<file path="config.mk">
export PLATFORM = sky130hd
export DESIGN_NAME = fetch_unit
export DESIGN_NICKNAME = d
export VERILOG_FILES = /design/src/rtl/riscv_pkg.sv /design/src/rtl/fetch_unit_if.sv /design/src/rtl/fetch_fifo.sv /design/src/rtl/fetch_unit.sv
export SDC_FILE = /design/constraint.sdc
export NUM_CORES = 1
export LEC_CHECK = 0
export ABC_CLOCK_PERIOD_IN_PS = 4700
export CORE_UTILIZATION = 58
export DETAILED_ROUTE_END_ITERATION = 8
export PLACE_DENSITY = 0.87
export REMOVE_ABC_BUFFERS = 1
export SLEW_MARGIN = 15
export SYNTH_ARGS = -nofsm -noshare
export SYNTH_HDL_FRONTEND = slang
export SYNTH_SLANG_ARGS = --single-unit
export TNS_END_PERCENT = 1
</file>
<file path="constraint.sdc">
create_clock -name clk -period 4.7 [get_ports clk]
set_clock_uncertainty 0.15 [all_clocks]
set_input_delay 0.94 -clock clk [delete_from_list [all_inputs] [get_ports clk]]
set_output_delay 0.94 -clock clk [all_outputs]
set_load 0.005 [all_outputs]
</file>
<file path="src/rtl/riscv_pkg.sv">
// Shared RISC-V front-end constants and types.
//   XLEN / ILEN     : register and instruction widths
//   NOP             : canonical nop encoding (addi x0, x0, 0)
//   fetch_entry_t   : one instruction-queue entry {pc, instr}
//   pc_to_word()    : byte PC -> 14-bit instruction-memory word address
package riscv_pkg;

  localparam int unsigned XLEN    = 64;
  localparam int unsigned ILEN    = 32;
  localparam int unsigned IMEM_AW = 14;

  localparam logic [ILEN-1:0] NOP = 32'h0000_0013;

  typedef struct packed {
    logic [XLEN-1:0] pc;
    logic [ILEN-1:0] instr;
  } fetch_entry_t;

  function automatic logic [IMEM_AW-1:0] pc_to_word(input logic [XLEN-1:0] pc);
    return pc[IMEM_AW+1:2];
  endfunction

endpackage

</file>
<file path="src/rtl/fetch_unit_if.sv">
// Decode-side handshake of the fetch unit (queue head towards decode).
//   valid : head entry holds a valid instruction
//   ready : consumer accepts the head this cycle
//   instr : head instruction (NOP when not valid)
//   pc    : head PC (0 when not valid)
// master = producer (instruction queue), slave = consumer (decode).
interface fetch_unit_if;
  import riscv_pkg::*;

  logic            valid;
  logic            ready;
  logic [ILEN-1:0] instr;
  logic [XLEN-1:0] pc;

  modport master (output valid, output instr, output pc, input ready);
  modport slave  (input valid, input instr, input pc, output ready);

endinterface

</file>
<file path="src/rtl/fetch_fifo.sv">
// Instruction queue of the fetch unit: DEPTH-entry circular buffer.
//   clk, reset : clock, asynchronous active-low reset
//   flush      : empty the queue; wins over a simultaneous push/pop
//   push       : write push_data at the tail
//   push_data  : {pc, instr} entry
//   count      : number of valid entries (log2(DEPTH)+1 bits)
//   deq        : head entry and its valid/ready handshake
module fetch_fifo
  import riscv_pkg::*;
#(
  parameter int unsigned DEPTH = 4,
  localparam int unsigned PW   = $clog2(DEPTH)
) (
  input  logic         clk,
  input  logic         reset,
  input  logic         flush,
  input  logic         push,
  input  fetch_entry_t push_data,
  output logic [PW:0]  count,
  fetch_unit_if.master deq
);

  fetch_entry_t  mem [DEPTH];
  logic [PW-1:0] wr_ptr;
  logic [PW-1:0] rd_ptr;
  logic          pop;

  assign deq.valid = (count != '0);
  assign pop       = deq.valid & deq.ready;

  always_comb begin
    deq.instr = NOP;
    deq.pc    = '0;
    if (deq.valid) begin
      deq.instr = mem[rd_ptr].instr;
      deq.pc    = mem[rd_ptr].pc;
    end
  end

  // DEPTH is a power of two, so the pointers wrap on their natural width.
  always_ff @(posedge clk or negedge reset) begin
    if (!reset) begin
      wr_ptr <= '0;
      rd_ptr <= '0;
      count  <= '0;
    end else if (flush) begin
      wr_ptr <= '0;
      rd_ptr <= '0;
      count  <= '0;
    end else begin
      if (push) wr_ptr <= wr_ptr + PW'(1);
      if (pop)  rd_ptr <= rd_ptr + PW'(1);
      case ({push, pop})
        2'b10:   count <= count + (PW+1)'(1);
        2'b01:   count <= count - (PW+1)'(1);
        default: ;
      endcase
    end
  end

  always_ff @(posedge clk) begin
    if (push && !flush) mem[wr_ptr] <= push_data;
  end

endmodule

</file>
<file path="src/rtl/fetch_unit.sv">
// Instruction fetch unit: PC generation, instruction-memory requests,
// redirect/cancel handling, and a DEPTH-entry queue towards decode.
//   clk, reset           : clock, asynchronous active-low reset
//   imem_en / imem_addr  : memory read request and word address
//   imem_rdata           : read data, one cycle after imem_en
//   redirect/redirect_pc : flush and refetch from redirect_pc
//   out_valid/out_ready  : head handshake towards decode
//   out_instr / out_pc   : head instruction and its PC
module fetch_unit
  import riscv_pkg::*;
#(
  parameter logic [XLEN-1:0] RESET_PC = 64'h0,
  parameter int unsigned     DEPTH    = 4
) (
  input  logic                clk,
  input  logic                reset,
  output logic                imem_en,
  output logic [IMEM_AW-1:0]  imem_addr,
  input  logic [ILEN-1:0]     imem_rdata,
  input  logic                redirect,
  input  logic [XLEN-1:0]     redirect_pc,
  output logic                out_valid,
  input  logic                out_ready,
  output logic [ILEN-1:0]     out_instr,
  output logic [XLEN-1:0]     out_pc
);

  localparam int unsigned PW = $clog2(DEPTH);

  logic [XLEN-1:0] fetch_pc;
  logic [XLEN-1:0] req_pc;
  logic [XLEN-1:0] issue_pc;
  logic            inflight;
  logic [PW:0]     count;
  logic [PW+1:0]   occupancy;
  logic            push;
  fetch_entry_t    push_data;

  fetch_unit_if deq_if ();

  assign occupancy = {1'b0, count} + {{(PW+1){1'b0}}, inflight};
  assign issue_pc  = redirect ? redirect_pc : fetch_pc;

  // The queue and inflight clear asynchronously, which alone would make the
  // issue condition true during reset; gating with reset keeps imem_en low.
  // A redirect always issues: the flush and cancel free every slot.
  assign imem_en   = reset & (redirect | (occupancy < (PW+2)'(DEPTH)));
  assign imem_addr = pc_to_word(issue_pc);

  // The response arriving in a redirect cycle belongs to the old path.
  assign push      = inflight & ~redirect;
  assign push_data = '{pc: req_pc, instr: imem_rdata};

  always_ff @(posedge clk or negedge reset) begin
    if (!reset) begin
      fetch_pc <= RESET_PC;
      req_pc   <= '0;
      inflight <= 1'b0;
    end else begin
      inflight <= imem_en;
      if (imem_en) begin
        req_pc   <= issue_pc;
        fetch_pc <= issue_pc + XLEN'(4);
      end
    end
  end

  fetch_fifo #(.DEPTH(DEPTH)) u_fifo (
    .clk       (clk),
    .reset     (reset),
    .flush     (redirect),
    .push      (push),
    .push_data (push_data),
    .count     (count),
    .deq       (deq_if.master)
  );

  assign deq_if.ready = out_ready;
  assign out_valid    = deq_if.valid;
  assign out_instr    = deq_if.instr;
  assign out_pc       = deq_if.pc;

endmodule

</file>
==> impl_metrics.yaml <==
status:
  outcome: "finished clean"
global_route:
  track_usage: 0.277
  grt_pass1_vias: 15200
  overflow: 0
  antenna_found_initial: 7
  grt_first_pass_wirelength_mm: 87.2
  grt_max_degree: 210
critical_path:
  cp_cell_sequence: "nor3_1, inv_2, buf_12, and2_1, clkdlybuf4s50_1"
  critPathKind: "flip-flop to output pin"
  setup.worst_path.start_class: "flip-flop"
  max_stage_delay_ns: 0.60
  path_delay_family: "buffers and inverters"
  path_max_fanout: 67
  end_kind: "output pin"
  cp_slowest_cell: "nor3_1"
  arrival_ns: 3.07
  crit_buf_inv: 3
  crit_required_ns: 3.61
clocking:
  post-cts-setup-buffers: 0
  ctsHtreeMaxLevel: 2
  cts_tree: "done"
  ctsHoldBuffers: 0
  cts_root_buffer: "clkbuf_16"
  cts_resized: 0
  cts_buffer_depth: 3
  clk_pin_slew_worst_paths_ns: 0.06
  cts_buffers: 50
  cts_sinks: 518
  insertion_delay_ns: 0.60
sta:
  period_needed_ns: 4.16
  rsz0062_at_grt: "false"
  hold_violations: 0
  slew_violations: 0
  max_freq_mhz: 240
  worst_pin_slew_ns: 0.911
  slew_headroom: 0.393
  period_share: 0.885
  setup_viol: 0
die:
  die_width_um: 202
  initial_core_util: 0.588
  core-area_um2: 39600
  die_h_um: 202
  dieArea_um2: 41000
  ioPinCount: 212
  row_count: 73
final_layout:
  final_util: 0.698
  post-route-cell-area_um2: 27700
  syn_to_final_growth_pct: 18.7
  nNetsFinal: 1944
  drive_gt1_frac: 0.135
logic_synthesis:
  yosysWarnings: 0
  ys_top_cells_by_area: "edfxtp_1 50%, dfrtp_1 14%, mux4_2 9.3%"
  yosys.area.top_type: "edfxtp_1"
  synthSimpleGateAreaFrac: 0.128
  synth_seq_cells: 518
  synth_cell_types: 72
  async_reset_ff_frac: 0.259
  syn_area_um2: 23300
  synth_compound_area_frac: 0.0678
  syn_avg_cell_area_um2: 14.2
  synth-xor-area-share: 0.0184
  synth_top_family_by_area: "simple AND/OR/NAND/NOR gates"
  synth_flop_cell: "edfxtp_1"
  synth_cells: 1640
  synth_top_area_frac: 0.495
  synthAdderAreaFrac: 0.00355
  synth_edf_count: 384
  synth.area.mux_share: 0.118
  yosysSeqAreaShare: 0.639
placement:
  portBuffers: 211
  gp_congestion: 0.944
  placed_area_um2: 26000
  place_hpwl_mm: 36.2
routing:
  dr.pass1.iters: 9
  via_per_inst: 6.23
  first_iter_violations: 1453
  postRouteWirelength_mm: 55.5
  ant_nets: 0
  post-route-drc-count: 0
  post_drt_wl_per_cell_um: 23.0
  vias: 15000
worst_hold_path:
  hp-class: "input pin to async pin"
power:
  irDropWorstVdd_mv: 0.396
  powerDensity_nw_per_um2: 506
  leakage_uw: 0.00936
job:
  cap_violations: 0
-- where the power goes --
group,switching (uW),internal [uW],total (uW)
combinational,1740,2190,3930
clock,1680,2280,3960
sequential,522,5590,6110
-- placed cells by master (no fill, tap or decap), drive strengths merged, types with 45 or more instances in the layout --
cell type	count
clkdlybuf4s50	209
nand2	158
and2	104
o21ai	75
mux2i	55
mux4	96
clkbuf	72
edfxtp	384
buf	45
nor3	48
dfrtp	134
-- logic make-up (layout without fill, tap and decap cells) --
logic type      count (synthesis)  in the layout
compound gates                235            235
xor+xnor                       49             49
fa+ha+maj                       6              6
buf+inv                       133            372
flops                         518            518
mux                           155            155
other cells                     0              5
simple gates                  544            544
-- per-layer routing --
layer | GRT usage | vias to the layer above | wire (um)
met5 | 0 | - | 23
met4 | 0.0894 | 4 | 1410
met3 | 0.0559 | 114 | 4000
met2 | 0.455 | 622 | 27400
met1 | 0.375 | 7565 | 22700
li1 | - | 6700 | -
-- area by class of cell --
| class | instances | area [um^2] |
|---|---|---|
| sequential | 518 | 14900 |
| inverter | 25 | 93.8 |
| multi-input combinational | 989 | 7850 |
| timing repair buffer | 254 | 2520 |
| fill | 2635 | 12000 |
| clock inverter | 21 | 203 |
| antenna | 5 | 12.5 |
| clock buffer | 72 | 1430 |
| tap | 525 | 657 |
-- final timing paths --
| kind | cells after the start | slack (ns) | startpoint | to |
|---|---|---|---|---|
| setup / recovery | 5 | 0.54 | u_fifo.count[2] | out_pc[27] |
| hold / removal | 1 | 0.13 | reset | req_pc[47] |
| setup reg to reg | 8 | 1.69 | u_fifo.count[2] | u_fifo.count[2] |
| hold reg to reg | 1 | 0.36 | fetch_pc[2] | fetch_pc[2] |
| max in group asynchronous | 2 | 3.09 | reset | fetch_pc[41] |
| min in group clk | 1 | 0.36 | fetch_pc[2] | fetch_pc[2] |
-- through the flow --
stage | total power (uW) | TNS [ns] | setup slack (ns) | std cells | hold slack, ns
after floorplan | 8200 | -1173.61 | -11.90 | 1532 | 0.314
after global placement | 10000 | 0 | 0.701 | 2311 | 0.334
after detailed placement | 10200 | 0 | 0.612 | 2311 | 0.346
after CTS | 14100 | 0 | 0.497 | 2404 | 0.136
after global routing | 14700 | 0 | 0.369 | 2407 | 0.146
final | 14000 | 0 | 0.541 | 2409 | 0.130
-- state kept, by name, indices dropped and copies added, names as in the netlist --
signal and cells:
u_fifo.wr_ptr 2, u_fifo.rd_ptr 2, inflight 1, u_fifo.mem 384
fetch_pc 64, u_fifo.count 3, req_pc 62
-- cell usage after synthesis (all sizes together) (4+ instances only) --
master,count
a2111oi,8
a211oi,6
a21oi,39
a221o,6
a222oi,4
a22oi,18
a311oi,5
a31oi,14
and2,104
and3,6
buf,49
clkbuf,59
dfrtp,134
edfxtp,384
ha,5
inv,25
mux2,4
mux2i,55
mux4,96
nand2,158
nand2b,8
nand3,42
nand3b,20
nand4,32
nand4b,13
nor2,39
nor2b,29
nor3,48
nor3b,5
nor4,20
o211ai,25
o21ai,75
o22ai,4
or2,4
or3,8
xnor2,35
xor2,14
Power figures use the tool's default switching activity.
